### config.mk
export PLATFORM = sky130hd
export DESIGN_NAME = qam_symbol_scheduler
export DESIGN_NICKNAME = d
export VERILOG_FILES = /design/src/rtl/qam_symbol_scheduler.sv
export SDC_FILE = /design/constraint.sdc
export NUM_CORES = 1
export LEC_CHECK = 0
export CORE_ASPECT_RATIO = 1.2
export CORE_MARGIN = 5
export CORE_UTILIZATION = 51
export DETAILED_ROUTE_END_ITERATION = 8
export PLACE_DENSITY = 0.75
export SLEW_MARGIN = 30
export SYNTH_ARGS = -nofsm -noshare
export SYNTH_HDL_FRONTEND = slang
export SYNTH_SLANG_ARGS = --single-unit
### constraint.sdc
create_clock -name ipClk -period 3.7 [get_ports ipClk]
set_input_delay 0.74 -clock ipClk [delete_from_list [all_inputs] [get_ports ipClk]]
set_output_delay 0.74 -clock ipClk [all_outputs]
set_load 0.05 [all_outputs]
### src/rtl/qam_symbol_scheduler.sv
// Framed QAM symbol sequencer: preamble, N data symbols, then a guard gap.
// Optional pilot insertion is enabled with the SCHED_PILOT_EN macro.
module qam_symbol_scheduler #(
  parameter int         PERIOD_W     = 16,
  parameter int         PREAMBLE_LEN = 8,
  parameter logic [3:0] PREAMBLE_A   = 4'h0,
  parameter logic [3:0] PREAMBLE_B   = 4'hF,
  parameter logic [3:0] IDLE_SYMBOL  = 4'h5,
  parameter int         GAP_SYMBOLS  = 4
`ifdef SCHED_PILOT_EN
  ,
  parameter logic [3:0] PILOT_SYMBOL   = 4'hA,
  parameter int         PILOT_INTERVAL = 16
`endif
) (
  input  logic                ipClk,
  input  logic                ipReset,
  input  logic                ipEnable,
  input  logic [PERIOD_W-1:0] ipSymbolPeriod,
  input  logic [PERIOD_W-1:0] ipBurstLength,
  input  logic [3:0]          ipSymbol,
  input  logic                ipSymbolValid,
  output logic                opSymbolReady,
  output logic [3:0]          opQAMBlock,
  output logic                opQAMBlockValid,
  output logic [1:0]          opState,
  output logic                opBusy,
  output logic [15:0]         opUnderflowCount,
  output logic [15:0]         opBurstCount
);

  typedef enum logic [1:0] {
    IDLE     = 2'd0,
    PREAMBLE = 2'd1,
    DATA     = 2'd2,
    GAP      = 2'd3
  } stateT;

  stateT               state, stateN;
  logic [PERIOD_W-1:0] tick, tickN;
  logic [PERIOD_W-1:0] period, periodN;
  logic [PERIOD_W-1:0] burstLen, burstLenN;
  logic [PERIOD_W-1:0] phase, phaseN;
  logic [PERIOD_W-1:0] dataCnt, dataCntN;
  logic [3:0]          qamBlock, qamBlockN;
  logic                qamValid, qamValidN;
  logic [15:0]         underflowCnt, underflowCntN;
  logic [15:0]         burstCnt, burstCntN;
  logic [PERIOD_W-1:0] effPeriod;
  logic                strobe;
  logic                pilotDue;
  logic                lastData;

`ifdef SCHED_PILOT_EN
  logic [PERIOD_W-1:0] pilotCnt, pilotCntN;
  assign pilotDue = (pilotCnt == PERIOD_W'(PILOT_INTERVAL));
`else
  assign pilotDue = 1'b0;
`endif

  assign effPeriod = (ipSymbolPeriod < PERIOD_W'(2)) ? PERIOD_W'(2) : ipSymbolPeriod;
  assign strobe    = (state != IDLE) && (tick == (period - PERIOD_W'(1)));

  // Pop is combinational so the FIFO advances on the very edge that captures its head.
  assign opSymbolReady    = (state == DATA) && strobe && ipSymbolValid && !pilotDue && !ipReset;
  assign opQAMBlock       = qamBlock;
  assign opQAMBlockValid  = qamValid;
  assign opState          = state;
  assign opBusy           = (state != IDLE);
  assign opUnderflowCount = underflowCnt;
  assign opBurstCount     = burstCnt;

  // Next-state, symbol selection and counter updates.
  always_comb begin
    stateN        = state;
    periodN       = period;
    burstLenN     = burstLen;
    phaseN        = phase;
    dataCntN      = dataCnt;
    qamBlockN     = qamBlock;
    qamValidN     = 1'b0;
    underflowCntN = underflowCnt;
    burstCntN     = burstCnt;
    lastData      = 1'b0;
`ifdef SCHED_PILOT_EN
    pilotCntN     = pilotCnt;
`endif

    if (state == IDLE || strobe) begin
      tickN = PERIOD_W'(0);
    end else begin
      tickN = tick + PERIOD_W'(1);
    end

    case (state)
      IDLE: begin
        if (ipEnable && ipSymbolValid) begin
          stateN    = PREAMBLE;
          periodN   = effPeriod;
          burstLenN = ipBurstLength;
          phaseN    = PERIOD_W'(0);
          dataCntN  = PERIOD_W'(0);
`ifdef SCHED_PILOT_EN
          pilotCntN = PERIOD_W'(0);
`endif
        end else begin
          stateN = IDLE;
        end
      end
      PREAMBLE: begin
        if (strobe) begin
          qamValidN = 1'b1;
          qamBlockN = phase[0] ? PREAMBLE_B : PREAMBLE_A;
          if (phase == PERIOD_W'(PREAMBLE_LEN - 1)) begin
            stateN = DATA;
            phaseN = PERIOD_W'(0);
          end else begin
            phaseN = phase + PERIOD_W'(1);
          end
        end else begin
          stateN = PREAMBLE;
        end
      end
      DATA: begin
        if (strobe) begin
          qamValidN = 1'b1;
          if (pilotDue) begin
`ifdef SCHED_PILOT_EN
            qamBlockN = PILOT_SYMBOL;
            pilotCntN = PERIOD_W'(0);
`endif
          end else begin
            if (ipSymbolValid) begin
              qamBlockN = ipSymbol;
            end else begin
              qamBlockN = IDLE_SYMBOL;
              if (underflowCnt != 16'hFFFF) begin
                underflowCntN = underflowCnt + 16'd1;
              end else begin
                underflowCntN = underflowCnt;
              end
            end
            dataCntN = dataCnt + PERIOD_W'(1);
`ifdef SCHED_PILOT_EN
            pilotCntN = pilotCnt + PERIOD_W'(1);
`endif
            lastData = (burstLen != PERIOD_W'(0)) && ((dataCnt + PERIOD_W'(1)) == burstLen);
          end
          // A disable still lets the current boundary emit its symbol.
          if (lastData || !ipEnable) begin
            stateN = GAP;
            phaseN = PERIOD_W'(0);
          end else begin
            stateN = DATA;
          end
        end else begin
          stateN = DATA;
        end
      end
      GAP: begin
        if (strobe) begin
          if (phase == PERIOD_W'(GAP_SYMBOLS - 1)) begin
            stateN    = IDLE;
            phaseN    = PERIOD_W'(0);
            burstCntN = burstCnt + 16'd1;
          end else begin
            phaseN = phase + PERIOD_W'(1);
          end
        end else begin
          stateN = GAP;
        end
      end
      default: begin
        stateN = IDLE;
      end
    endcase
  end

  // State and output registers with synchronous reset.
  always_ff @(posedge ipClk) begin
    if (ipReset) begin
      state        <= IDLE;
      tick         <= PERIOD_W'(0);
      period       <= PERIOD_W'(2);
      burstLen     <= PERIOD_W'(0);
      phase        <= PERIOD_W'(0);
      dataCnt      <= PERIOD_W'(0);
      qamBlock     <= 4'h0;
      qamValid     <= 1'b0;
      underflowCnt <= 16'd0;
      burstCnt     <= 16'd0;
`ifdef SCHED_PILOT_EN
      pilotCnt     <= PERIOD_W'(0);
`endif
    end else begin
      state        <= stateN;
      tick         <= tickN;
      period       <= periodN;
      burstLen     <= burstLenN;
      phase        <= phaseN;
      dataCnt      <= dataCntN;
      qamBlock     <= qamBlockN;
      qamValid     <= qamValidN;
      underflowCnt <= underflowCntN;
      burstCnt     <= burstCntN;
`ifdef SCHED_PILOT_EN
      pilotCnt     <= pilotCntN;
`endif
    end
  end

endmodule

Yosys cells after proc, flatten, opt, wreduce, memory -nomap -nowiden --
Cells that the tools add are included.
Storage, ports and cells: flip-flop bits (word level) 119, bits of input ports 40, logic and storage cells 86, output and inout bits 41
Operators by class: reductions and logical operators 25, $add $sub $neg 6, order comparisons 1, multiplexer cells 27, bitwise gates (word level) 2, equality and inequality tests 15
Operators with widths (count):
- $mux 16 | 9
- $add 16x1->16 const B | 5
- $pmux 16 s4 | 1
- $eq 16x16->1 | 2
- $pmux 16 s2 | 1
- $eq 16x2->1 const B | 1
- $eq 16x3->1 const B | 1
- $lt 16x2->1 const B | 1
- $mux 4 | 4
- $ne 16x16->1 const B | 1
- $reduce_bool 16->1 | 1
- $sub 16x1->16 const B | 1
- $mux 2 | 5
- $reduce_and 3->1 | 3
- $pmux 2 s4 | 1
- $pmux 4 s2 | 1
- $logic_and 1x1->1 | 6
- $ne 2x2->1 const B | 3
- $ne 3x3->1 const B | 2
- $reduce_bool 2->1 | 3
- $reduce_or 2->1 | 3
- $mux 1 | 5
- $reduce_and 5->1 | 1
- $eq 2x2->1 const B | 2
- other kinds (8) | 13

Depth between registers and ports, before layout --
depth in word-level cells 9, depth in mapped cells 14, gate-level depth less buffers 10

Worst setup path before layout --
Ideal clock, no wire load.
kind reg2out, from register period[0], to output opSymbolReady, path slack -1.228 ns, data arrival time 4.188 ns, buffers on the path 4, stages on the path, launching flop included 13, data required time 2.960 ns, cell sequence dfxtp_1 > clkbuf_1 > inv_1 > ha_1 > buf_2 > or4b_1 > buf_2 > o311ai_4 > o21ai_1 > a2111o_1 > or3_1 > clkbuf_1 > nor4_1
Between the ends: longest elaborated chain between the ends 6
Ends and longest elaborated chain:
- from (decl) | RTL line 41 | logic [PERIOD_W-1:0] period, periodN;
- from (signal assigned) | RTL line 198 | period <= periodN;
- $sub 16x1->16 | RTL line 62 | assign strobe = (state != IDLE) && (tick == (period - PERIOD_W'(1)));
- $eq 16x16->1 | RTL line 62
- $logic_and 1x1->1 | RTL line 62
- $logic_and 1x1->1 (3 in a row) | RTL line 65 | assign opSymbolReady = (state == DATA) && strobe && ipSymbolValid && !pilotDue && !ipReset;
- to (decl) | RTL line 23 | output logic opSymbolReady,
No other way between the ends.

Final worst setup path --
from register period[1], to output opSymbolReady
Same word-level chain as after synthesis.

==> impl_results.md <==
- Outcome: complete, but fails checks
- Violated checks: setup timing
- Initial antenna violation count: 0
- Critical Path Start: period[1]
- Drt via density: around 5.7
- CTS tree: yes
- Seq/Total Area, Yosys: roughly a third
- Final setup vio count: 1
- Std-Cell Rows: 46
- Post-synth top flop: dfxtp_1
- Clk_skew: ~8.1 ps
- Actual slew at the worst max-slew pin: slightly below 900 ps
- Initial drt markers: 335
- Final WS setup: -68.6 ps
- Number of synthesized register bits: about 120
- Layout Nets: approximately 1.0k
- End point of the critical path: opSymbolReady
- WL final: roughly 18 mm
- Die area: approximately 0.016 mm2
- Count of final max-slew check failures: 0
- Critical R2R Launch: period[1]
- Crit path largest cell delay: between 500 and 600 ps
- Die Ht: 137 um
- Post-synthesis xor/xnor area fraction: under 10%
- Fin. Hold Viols: 0
- Post-synth ARST share: 0%
- CP endpoint kind: output pin
- Synth warn: 0
- CP Data Required Time: between 2000 and 3000 ps
- Cell area after synthesis: 0.00680 mm2
- Gr ovfl total: 0
- Longest Clk Path Bufs: 2
- Post-synth EDFFs: 0
- CTS Sinks: 119
- Setup_tns: -68.6 ps
- Post-synthesis adder-cell area fraction: under 10%
- R2R setup slack: 180 ps
- Minimum clock period: about 3800 ps
- Pleak: 3.05 nW
- Synthesized Nets: between 900 and 1k
- DP Wirelength: 12.5 mm
- DRC: 0
- Synth Area in Simple Gates: between 30% and 40%
- Reg clk slew, reported paths: about 60 ps
- Most frequent cells in the layout: nand2_1, dfxtp_1, nor2_1
- Max Cap Viol: 0
- Worst Path Arrival: roughly 3000 ps
- Share of layout cells above drive strength 1: around 9.3%
- P per Cell Area: approximately 380 mW/mm2
- Worst-Skew Late Latency: roughly 430 ps
- GRT Util Overall: ~23%
- Core Footprint: ~0.013 mm2
- Setup crit start kind: register
- Min-Delay Path Class: register to register
- Detail Route Antenna Nets: 0
- Top Ports: a little over 80
- First-pass GRT wire length: between 20 and 30 mm
- Crit Path Class: register to output pin
- Complex-gate fraction of the synthesized area: between 15 and 20%
- Number of diodes: 0
- Fmax: between 200 and 300 MHz
- Power, Total: about 0.0032 W
- Main combinational cell family by area after synthesis: simple AND/OR/NAND/NOR gates
- Starting Density: around half
- Clock root cell: clkbuf_16
- Number of distinct library cells after synthesis: 68
- Fillers: roughly 1.2k
- Inst Count DP: ~1.1k
- Crit-path cells: inv_2, ha_4, or4b_4, o311ai_4, o21ai_1, a2111o_1, or3_4, nor4_4, buf_12
- Vias in the first global route: between 6k and 7k
- RSZ-0062 raised after global routing: true
- CP max FO: 6
- Via count: roughly 6.5k
- Mux share of post-synthesis cell area: 0.754%
- Post-Syn Instances: 881
- Total CTS buffers: 17
- Final Wtd Congestion: ~0.88
- Register-to-Register Path Depth: 13
- Final Non-Filler Cells: about 1.1k
- 1st-pass router iterations: 5
- Slowest CP cell: or4b_4
- Port Buffers: 80
- Normalized max-slew margin: between 40% and 50%
- Commonest non-fill, non-tap cell in the layout: nand2_1
- Final period utilization: 102%
- Post-Syn Area per Cell: ~7.7 um2
- CTS Hold Bufs: 0
- Largest net degree at the start of global routing: 85
- Horiz. Die Dim: around 120 um
- Drt wl/cell: between 15 and 20 um
- Syn-to-layout area delta: 24.6%
- Worst flop-to-flop path endpoint: opBurstCount[15]
- H-tree depth: 4
- Max VDD drop: 0.366 mV
layer usage:
metal,share of wire (%),track usage [%]
met1,42,27.4
met2,51,40.6
met3,3.9,5.00
met4,2.8,9.59
met5,0,0
what timing repair did:
item / 4_1_cts / 5_1_grt
setup buffers: 4 / 0
pin swaps: 3 / 0
gates resized for setup: 4 / 1
endpoints found under the setup margin: 1 / 1
power breakdown:
part,internal (W),leakage (nW),switching (W)
Sequential,0.00130,0.961,0.0000272
Combinational,0.000147,1.83,0.000190
Clock,0.000866,0.257,0.000667
Total,0.00231,3.05,0.000884
cell usage after synthesis, types with 14 or more instances:
master | n | area (um2)
nand2_1 | 124 | 465
dfxtp_1 | 119 | 2380
nor2_1 | 81 | 304
a21oi_1 | 65 | 325
clkbuf_1 | 46 | 173
xor2_1 | 44 | 385
nand3_1 | 37 | 185
o21ai_0 | 27 | 135
xnor2_1 | 27 | 236
and3_1 | 26 | 163
nand4_1 | 23 | 144
inv_1 | 22 | 82.6
nor2b_1 | 22 | 138
nor4_1 | 22 | 138
nor3_1 | 18 | 90.1
or3_1 | 14 | 87.6
how the worst min path moves through the flow:
| stage | slack (ps) | end | cells past startpoint | startpoint |
|---|---|---|---|---|
| floorplan | 450 | dataCnt[14] | 2 | dataCnt[14] |
| global placement | 440 | opQAMBlock[0] | 2 | opQAMBlock[0] |
| detailed placement | 450 | opQAMBlock[2] | 2 | opQAMBlock[2] |
| CTS | 460 | opQAMBlock[2] | 2 | opQAMBlock[2] |
| global route | 480 | opQAMBlock[2] | 2 | opQAMBlock[2] |
| finish | 460 | opQAMBlock[0] | 2 | opQAMBlock[0] |
flip-flops by register name, indices dropped and copies added (netlist names):
name and flops:
burstLen 16, dataCnt 16, opBurstCount 16, opUnderflowCount 16, period 16, phase 16
tick 16, opQAMBlock 4, opState 2, opQAMBlockValid 1
through the flow:
| step | area, um2 | setup WS (ps) | hold slack, ps | utilization [%] |
|---|---|---|---|---|
| 5_1_grt | 8480 | -170 | 477 | 64.3 |
| 6_report | 8480 | -68.6 | 463 | 64.3 |
| 3_5_place_dp | 7880 | 127 | 453 | 59.8 |
| 2_1_floorplan | 6880 | -135 | 445 | - |
| 3_3_place_gp | 7880 | 177 | 441 | 59.8 |
| 4_1_cts | 8470 | -91.3 | 464 | 64.3 |
critical path, delay by kind of cell, from the launching register on:
| family | cells | cell delay (ps) |
|---|---|---|
| AOI/OAI and AO/OA | 3 | 770 |
| adders and majority gates | 1 | 130 |
| DFF | 1 | 340 |
| and+or+nand+nor | 3 | 1120 |
| buffers and inverters | 2 | 250 |
area by class of cell:
class	instances	area (um2)	area share, %
multi-input cells	684	4180	49.3
clock inverters	15	123	1.45
inverters	22	85.1	1.00
flip-flops and latches	119	2380	28.1
clock buffers	17	425	5.02
well taps	168	210	2.48
repair buffers	113	1070	12.6
kinds of logic after synthesis:
| kind of cell | count (synthesis) |
|---|---|
| AO/OA/AOI/OAI | 187 |
| XOR/XNOR | 71 |
| adder cells (fa/ha/maj) | 10 |
| buffers and inverters | 78 |
| flip-flops | 119 |
| multiplexers | 5 |
| AND/OR/NAND/NOR | 411 |
Power figures use the tool's default switching activity.
